$ cat src/rtl/mem_pkg.sv
// Shared types for the memory access unit: access sizes, FSM states,
// writeback select codes and the MEM/WB control payload.
package mem_pkg;

  typedef enum logic [1:0] {
    LS_BYTE   = 2'b00,
    LS_HALF   = 2'b01,
    LS_WORD   = 2'b10,
    LS_DOUBLE = 2'b11
  } ls_type_e;

  typedef enum logic [1:0] {
    IDLE = 2'b00,
    REQ  = 2'b01,
    RESP = 2'b10
  } state_e;

  localparam logic [1:0] WB_SEL_ALU = 2'd0;
  localparam logic [1:0] WB_SEL_MEM = 2'd1;
  localparam logic [1:0] WB_SEL_PC  = 2'd2;

  // Control part of the MEM/WB entry; data fields are width-parameterised in the top.
  typedef struct packed {
    logic       write_en;
    logic [1:0] sel;
    logic       misalign;
  } wb_ctrl_t;

endpackage

$ cat src/rtl/mem_access_unit_load_store_align.sv
// Combinational lane logic: aligned address, byte enables, store lane shift,
// load lane extraction/extension and misalign detection.
// Optional feature macro: MEM_MISALIGN_TRAP_EN (enables misalign detection).
module load_store_align
  import mem_pkg::*;
#(
  parameter int unsigned XLEN       = 32,
  parameter int unsigned ADDR_WIDTH = 32,
  parameter int unsigned BE_W       = XLEN / 8,
  parameter int unsigned OFF_W      = $clog2(XLEN / 8)
) (
  input  logic [XLEN-1:0]       addr,
  input  logic [1:0]            ls_type,
  input  logic                  ls_unsigned,
  input  logic [XLEN-1:0]       store_data,
  input  logic [XLEN-1:0]       rdata,
  output logic [ADDR_WIDTH-1:0] req_addr_c,
  output logic [XLEN-1:0]       wdata_c,
  output logic [BE_W-1:0]       be_c,
  output logic [XLEN-1:0]       load_data_c,
  output logic                  misalign_c
);

  ls_type_e              eff_type;
  logic [OFF_W-1:0]      off_raw;
  logic [OFF_W-1:0]      low_mask;
  logic [OFF_W-1:0]      off;
  logic [OFF_W+2:0]      bit_sh;
  logic [7:0]            base_be;
  logic [XLEN-1:0]       shifted;
  logic [XLEN-1:0]       lo_mask;
  logic                  sign_bit;
  logic [ADDR_WIDTH-1:0] full_addr;

  // Size decode; doubles collapse to words on a 32-bit datapath.
  always_comb begin
    eff_type = ls_type_e'(ls_type);
    if (XLEN == 32 && eff_type == LS_DOUBLE) eff_type = LS_WORD;
  end

  // Offset within the lane, truncated to natural alignment of the access size.
  assign off_raw  = addr[OFF_W-1:0];
  assign low_mask = (OFF_W'(1) << eff_type) - OFF_W'(1);
  assign off      = off_raw & ~low_mask;
  assign bit_sh   = {off, 3'b000};

`ifdef MEM_MISALIGN_TRAP_EN
  assign misalign_c = |(off_raw & low_mask);
`else
  assign misalign_c = 1'b0;
`endif

  assign full_addr  = ADDR_WIDTH'(addr);
  assign req_addr_c = {full_addr[ADDR_WIDTH-1:OFF_W], OFF_W'(0)};

  // Per-size byte mask, lane mask and extension sign bit.
  always_comb begin
    base_be  = 8'h01;
    lo_mask  = XLEN'(8'hFF);
    sign_bit = shifted[7];
    case (eff_type)
      LS_HALF: begin
        base_be  = 8'h03;
        lo_mask  = XLEN'(16'hFFFF);
        sign_bit = shifted[15];
      end
      LS_WORD: begin
        base_be  = 8'h0F;
        lo_mask  = XLEN'(32'hFFFF_FFFF);
        sign_bit = shifted[31];
      end
      LS_DOUBLE: begin
        base_be  = 8'hFF;
        lo_mask  = '1;
        sign_bit = 1'b0;
      end
      default: ;
    endcase
  end

  assign be_c        = BE_W'(base_be) << off;
  assign wdata_c     = store_data << bit_sh;
  assign shifted     = rdata >> bit_sh;
  assign load_data_c = (shifted & lo_mask) | ((!ls_unsigned && sign_bit) ? ~lo_mask : '0);

endmodule

$ cat src/rtl/mem_access_unit.sv
// Memory stage with valid/ready request and response handshake; stalls
// upstream while an access is outstanding and registers the MEM/WB entry.
// Optional feature macro: MEM_MISALIGN_TRAP_EN (misaligned accesses fault in 1 cycle).
module mem_access_unit
  import mem_pkg::*;
#(
  parameter int unsigned XLEN       = 32,
  parameter int unsigned ADDR_WIDTH = 32,
  parameter int unsigned REG_BITS   = 5,
  parameter int unsigned BE_W       = XLEN / 8,
  parameter int unsigned OFF_W      = $clog2(XLEN / 8)
) (
  input  logic                  clk,
  input  logic                  rstn,
  input  logic                  in_valid,
  output logic                  in_ready,
  input  logic [REG_BITS-1:0]   in_rd,
  input  logic                  in_write_en,
  input  logic                  in_mem_read,
  input  logic                  in_mem_write,
  input  logic [1:0]            in_ls_type,
  input  logic                  in_ls_unsigned,
  input  logic [1:0]            in_wb_sel,
  input  logic [XLEN-1:0]       in_alu_out,
  input  logic [XLEN-1:0]       in_store_data,
  input  logic [XLEN-1:0]       in_return_pc,
  output logic                  req_valid,
  input  logic                  req_ready,
  output logic                  req_we,
  output logic [ADDR_WIDTH-1:0] req_addr,
  output logic [XLEN-1:0]       req_wdata,
  output logic [BE_W-1:0]       req_be,
  input  logic                  rsp_valid,
  input  logic [XLEN-1:0]       rsp_rdata,
  output logic                  wb_valid,
  output logic [REG_BITS-1:0]   wb_rd,
  output logic                  wb_write_en,
  output logic [XLEN-1:0]       wb_alu_out,
  output logic [XLEN-1:0]       wb_load_data,
  output logic [XLEN-1:0]       wb_return_pc,
  output logic [1:0]            wb_sel,
  output logic                  wb_misalign
);

  state_e              state_q, state_d;
  logic                capture, done_idle, done_hold;
  logic                in_is_mem, in_fault;

  logic [REG_BITS-1:0] hold_rd;
  logic                hold_write_en, hold_mem_write, hold_ls_unsigned;
  logic [1:0]          hold_ls_type, hold_wb_sel;
  logic [XLEN-1:0]     hold_alu_out, hold_return_pc;

  wb_ctrl_t            wb_ctrl_q;

  logic                  sel_in;
  logic [XLEN-1:0]       a_addr;
  logic [1:0]            a_type;
  logic                  a_uns;
  logic [ADDR_WIDTH-1:0] req_addr_c;
  logic [XLEN-1:0]       wdata_c, load_data_c;
  logic [BE_W-1:0]       be_c;
  logic                  misalign_c;

  // Lane logic sees the incoming instruction in IDLE and the held one otherwise.
  assign sel_in    = (state_q == IDLE);
  assign a_addr    = sel_in ? in_alu_out     : hold_alu_out;
  assign a_type    = sel_in ? in_ls_type     : hold_ls_type;
  assign a_uns     = sel_in ? in_ls_unsigned : hold_ls_unsigned;
  assign in_is_mem = in_mem_read | in_mem_write;
  assign in_fault  = in_is_mem & misalign_c;

  load_store_align #(
    .XLEN       (XLEN),
    .ADDR_WIDTH (ADDR_WIDTH),
    .BE_W       (BE_W),
    .OFF_W      (OFF_W)
  ) u_align (
    .addr        (a_addr),
    .ls_type     (a_type),
    .ls_unsigned (a_uns),
    .store_data  (in_store_data),
    .rdata       (rsp_rdata),
    .req_addr_c  (req_addr_c),
    .wdata_c     (wdata_c),
    .be_c        (be_c),
    .load_data_c (load_data_c),
    .misalign_c  (misalign_c)
  );

  assign in_ready  = (state_q == IDLE);
  assign req_valid = (state_q == REQ);

  // FSM state register.
  always_ff @(posedge clk or negedge rstn) begin
    if (!rstn) state_q <= IDLE;
    else       state_q <= state_d;
  end

  // Next state and completion strobes.
  always_comb begin
    state_d   = state_q;
    capture   = 1'b0;
    done_idle = 1'b0;
    done_hold = 1'b0;
    case (state_q)
      IDLE: if (in_valid) begin
        capture = 1'b1;
        if (in_is_mem && !in_fault) state_d = REQ;
        else                        done_idle = 1'b1;
      end
      REQ: if (req_ready) begin
        if (hold_mem_write) begin
          done_hold = 1'b1;
          state_d   = IDLE;
        end else begin
          state_d   = RESP;
        end
      end
      RESP: if (rsp_valid) begin
        done_hold = 1'b1;
        state_d   = IDLE;
      end
      default: state_d = IDLE;
    endcase
  end

  // Holding registers, request registers and the MEM/WB entry.
  always_ff @(posedge clk or negedge rstn) begin
    if (!rstn) begin
      hold_rd          <= '0;
      hold_write_en    <= 1'b0;
      hold_mem_write   <= 1'b0;
      hold_ls_unsigned <= 1'b0;
      hold_ls_type     <= '0;
      hold_wb_sel      <= '0;
      hold_alu_out     <= '0;
      hold_return_pc   <= '0;
      req_we           <= 1'b0;
      req_addr         <= '0;
      req_wdata        <= '0;
      req_be           <= '0;
      wb_valid         <= 1'b0;
      wb_rd            <= '0;
      wb_ctrl_q        <= '0;
      wb_alu_out       <= '0;
      wb_load_data     <= '0;
      wb_return_pc     <= '0;
    end else begin
      wb_valid <= done_idle | done_hold;
      if (capture) begin
        hold_rd          <= in_rd;
        hold_write_en    <= in_write_en;
        hold_mem_write   <= in_mem_write;
        hold_ls_unsigned <= in_ls_unsigned;
        hold_ls_type     <= in_ls_type;
        hold_wb_sel      <= in_wb_sel;
        hold_alu_out     <= in_alu_out;
        hold_return_pc   <= in_return_pc;
        req_we           <= in_mem_write;
        req_addr         <= req_addr_c;
        req_wdata        <= wdata_c;
        req_be           <= be_c;
      end
      if (done_idle) begin
        wb_rd        <= in_rd;
        wb_ctrl_q    <= '{write_en: in_write_en & ~in_fault, sel: in_wb_sel, misalign: in_fault};
        wb_alu_out   <= in_alu_out;
        wb_load_data <= '0;
        wb_return_pc <= in_return_pc;
      end else if (done_hold) begin
        wb_rd        <= hold_rd;
        wb_ctrl_q    <= '{write_en: hold_write_en, sel: hold_wb_sel, misalign: 1'b0};
        wb_alu_out   <= hold_alu_out;
        wb_load_data <= (state_q == RESP) ? load_data_c : '0;
        wb_return_pc <= hold_return_pc;
      end
    end
  end

  assign wb_write_en = wb_ctrl_q.write_en;
  assign wb_sel      = wb_ctrl_q.sel;
  assign wb_misalign = wb_ctrl_q.misalign;

endmodule

$ cat config.mk
export PLATFORM = sky130hd
export DESIGN_NAME = mem_access_unit
export DESIGN_NICKNAME = d
export VERILOG_FILES = /design/src/rtl/mem_pkg.sv /design/src/rtl/mem_access_unit_load_store_align.sv /design/src/rtl/mem_access_unit.sv
export SDC_FILE = /design/constraint.sdc
export NUM_CORES = 1
export LEC_CHECK = 0
export BUFFER_PORTS_ARGS = -buffer_cell sky130_fd_sc_hd__buf_2
export CAP_MARGIN = 20
export CELL_PAD_IN_SITES_DETAIL_PLACEMENT = 1
export CELL_PAD_IN_SITES_GLOBAL_PLACEMENT = 2
export CORE_UTILIZATION = 31
export DETAILED_ROUTE_END_ITERATION = 12
export PLACE_DENSITY = 0.9
export SLEW_MARGIN = 0
export SYNTH_ARGS = -nofsm -noshare
export SYNTH_HDL_FRONTEND = slang
export SYNTH_HIERARCHICAL = 1
export SYNTH_SLANG_ARGS = --single-unit
$ cat constraint.sdc
create_clock -name clk -period 4.2 [get_ports clk]
set_input_delay 0.84 -clock clk [delete_from_list [all_inputs] [get_ports clk]]
set_output_delay 0.84 -clock clk [all_outputs]
set_load 0.01 [all_outputs]
==> impl_metrics.tcl <==
set metrics [dict create \
    setup_viol 0 \
    via_per_inst 4.97 \
    fin_nets 1814 \
    rsz0062_at_grt "false" \
    clock_latency_ps 570 \
    final-max-slew-violation-count 0 \
    ir_drop_mv 0.559 \
    fin_cells 2211 \
    final_util_pct 39.1 \
    crit_arrival_ps 3770 \
    drive_gt1_share_pct 28.9 \
    postCtsSetupBuffers 0 \
    grt_max_degree 148 \
    async_flop_share_pct 100 \
    synthCells 1423 \
    ys.flop_type "dfrtp_1" \
    tns_ps 0 \
    critPathKind "reg2reg" \
    start_util_pct 31.6 \
    skew_ps 13.5 \
    hold_viol 0 \
    dr.first_iter.drc_count 490 \
    min_period_ps 3340 \
    internal-power_mw 7.34 \
    synth_area_leaders "dfrtp_1, nand2_1, a21oi_1, mux2_2, a21oi_2" \
    area_growth_pct 23.8 \
    wl_per_cell_um 18.8 \
    syn_area_sq_um 12300 \
    dpl_cell_area_sq_um 14100 \
    ys_seq_area_share_pct 51.4 \
    cts_tree "done" \
    synth_edf_count 0 \
    pwr-share-seq_pct 34.0 \
    endpoint_kind "flip-flop" \
    ctsHoldBuffers 0 \
    leakagePower_nw 7.72 \
    grt_overflow 0 \
    final_area_sq_um 15200 \
    switching_share_pct 41.0 \
    outcome "complete, no violations" \
    synth-seq-cells 252 \
    whs_ps 312 \
    die_area_sq_um 40300 \
    num_rows 72 \
    grt_util_all_layers_pct 20.6 \
    hpwl_um 27100 \
    via_count 11000 \
    cp-start-kind "flip-flop" \
    io_pins 323 \
    antenna_left 0 \
    hold_class "in2async" \
    fmax_mhz 300 \
    crit_family "multiplexers" \
    cts-root-buf "clkbuf_16" \
    yosysTopAreaCell "dfrtp_1" \
    clkTransAtPathRegs_ps 60 \
    worstPathCellList "inv_1, ha_2, mux2_2, nor2b_1, mux2_4, a211oi_4, buf_4, o21ai_0, nand3_1, a21oi_1" \
    clock_sinks 252 \
    clkPwrFrac_pct 23.1 \
    layout_commonest_cell "nand2_1" \
    critPathMaxStageDelay_ps 570 \
    drcViolationCount 0 \
    wirelength_um 41600 \
    drv_cap 0 \
    yosysTopAreaCellShare_pct 51.4 \
    syn_area_per_cell_sq_um 8.61 \
    first_pass_iters 5 \
    crit_path_top_delay_cell "a211oi_4" \
    cts.repair.resized 0 \
    final_cell_mix "nand2_1, buf_2, dfrtp_1" \
    grt_pass1_wl_um 66700 \
    finalCritPeriodShare_pct 79.5 \
    design.core.area_sq_um 38800 \
    required_ps 4640 \
    place_inst 2149 \
    yosys_warnings 6 \
    tightestPinTransition_ps 978 \
    path_max_fanout 16 \
    yosys.cell_types.count 42 \
    comb_power_share_pct 42.9 \
    numCtsBuffers 31 \
    slew_headroom_pct 34.8 \
    critPathBufInv 2 \
    grt_pass1_vias 11900 \
    die_w_um 201 \
    clockBufferDepth 3 \
    power_density_nw_per_um2 819 \
    htreeDepth 1 \
    port_buffers 322 \
    antenna_found_initial 9 \
    place_congestion 0.815 \
    die_h_um 201 \
    switching_power_mw 5.10 \
]
-- worst paths after layout --
check / start / depth (start not counted) / slack [ps] / endpoint
max: state_q[0] / 10 / 860 / wb_load_data[8]
min: rstn / 1 / 310 / req_addr[9]
max reg2reg: state_q[0] / 10 / 860 / wb_load_data[8]
min reg2reg: req_addr[30] / 2 / 470 / req_addr[30]
max in group asynchronous: rstn / 2 / 2840 / wb_load_data[2]
min in group clk: req_addr[30] / 2 / 470 / req_addr[30]
-- synthesized netlist by cell type, drive strengths merged (4+ instances only) --
cell and instances:
nor2 82, nor2b 10, a22oi 15, nand3 33, a211oi 9, ha 4, mux2 38, a21oi 184
mux2i 17, o22ai 8, mux4 7, a22o 6, dfrtp 252, clkbuf 44, o21ai 47, buf 91
inv 9, and2 10, nand2 541
-- kinds of logic (layout without fill, tap and decap cells) --
| group | count (synthesis) | in the layout | share of synthesized area (%) |
|---|---|---|---|
| buffers and inverters | 144 | 405 | 6.34 |
| adder cells (fa/ha/maj) | 4 | 4 | 0.408 |
| other | 1 | 10 | 0.0306 |
| flip-flops | 252 | 252 | 51.4 |
| AND/OR/NAND/NOR | 683 | 683 | 21.9 |
| multiplexers | 62 | 62 | 6.20 |
| AO/OA/AOI/OAI | 277 | 277 | 13.7 |
-- metrics by stage --
stage	worst slack, ps	total power [mW]
floorplan	1120	7.82
global placement	973	9.43
detailed placement	850	9.64
CTS	853	12.6
global route	690	13.4
finish	862	12.4
-- registers in the layout, summed over array words and instances (netlist names), 32 cells and up --
| register | count |
|---|---|
| hold_alu_out | 32 |
| hold_return_pc | 32 |
| req_addr | 32 |
| req_wdata | 32 |
| wb_alu_out | 32 |
| wb_load_data | 32 |
| wb_return_pc | 32 |
-- routing by layer --
| metal | share of wire, % | wire, um | global-route usage [%] |
|---|---|---|---|
| met1 | 45 | 18800 | 27.2 |
| met2 | 47 | 19600 | 33.9 |
| met3 | 5.0 | 2090 | 3.81 |
| met4 | 2.6 | 1090 | 6.84 |
| met5 | 0.072 | 30 | 0 |
-- layout make-up --
cell class	count	area, sq um
fill	4640	23600
tap	518	648
inverter	9	33.8
clock inverter	10	181
clock buffer	45	908
multi-input combinational	1029	5230
sequential	252	6310
timing repair buffer	341	1850
antenna	7	17.5
-- power by group through the flow --
stage	clock network (mW)	registers, mW	logic (mW)
after global routing	3.03	4.38	5.97
after CTS	2.95	4.24	5.41
after detailed placement	0	4.26	5.38
after global placement	0	4.22	5.22
final	2.87	4.23	5.34
after floorplan	0	4.47	3.35
Power figures use the tool's default switching activity.
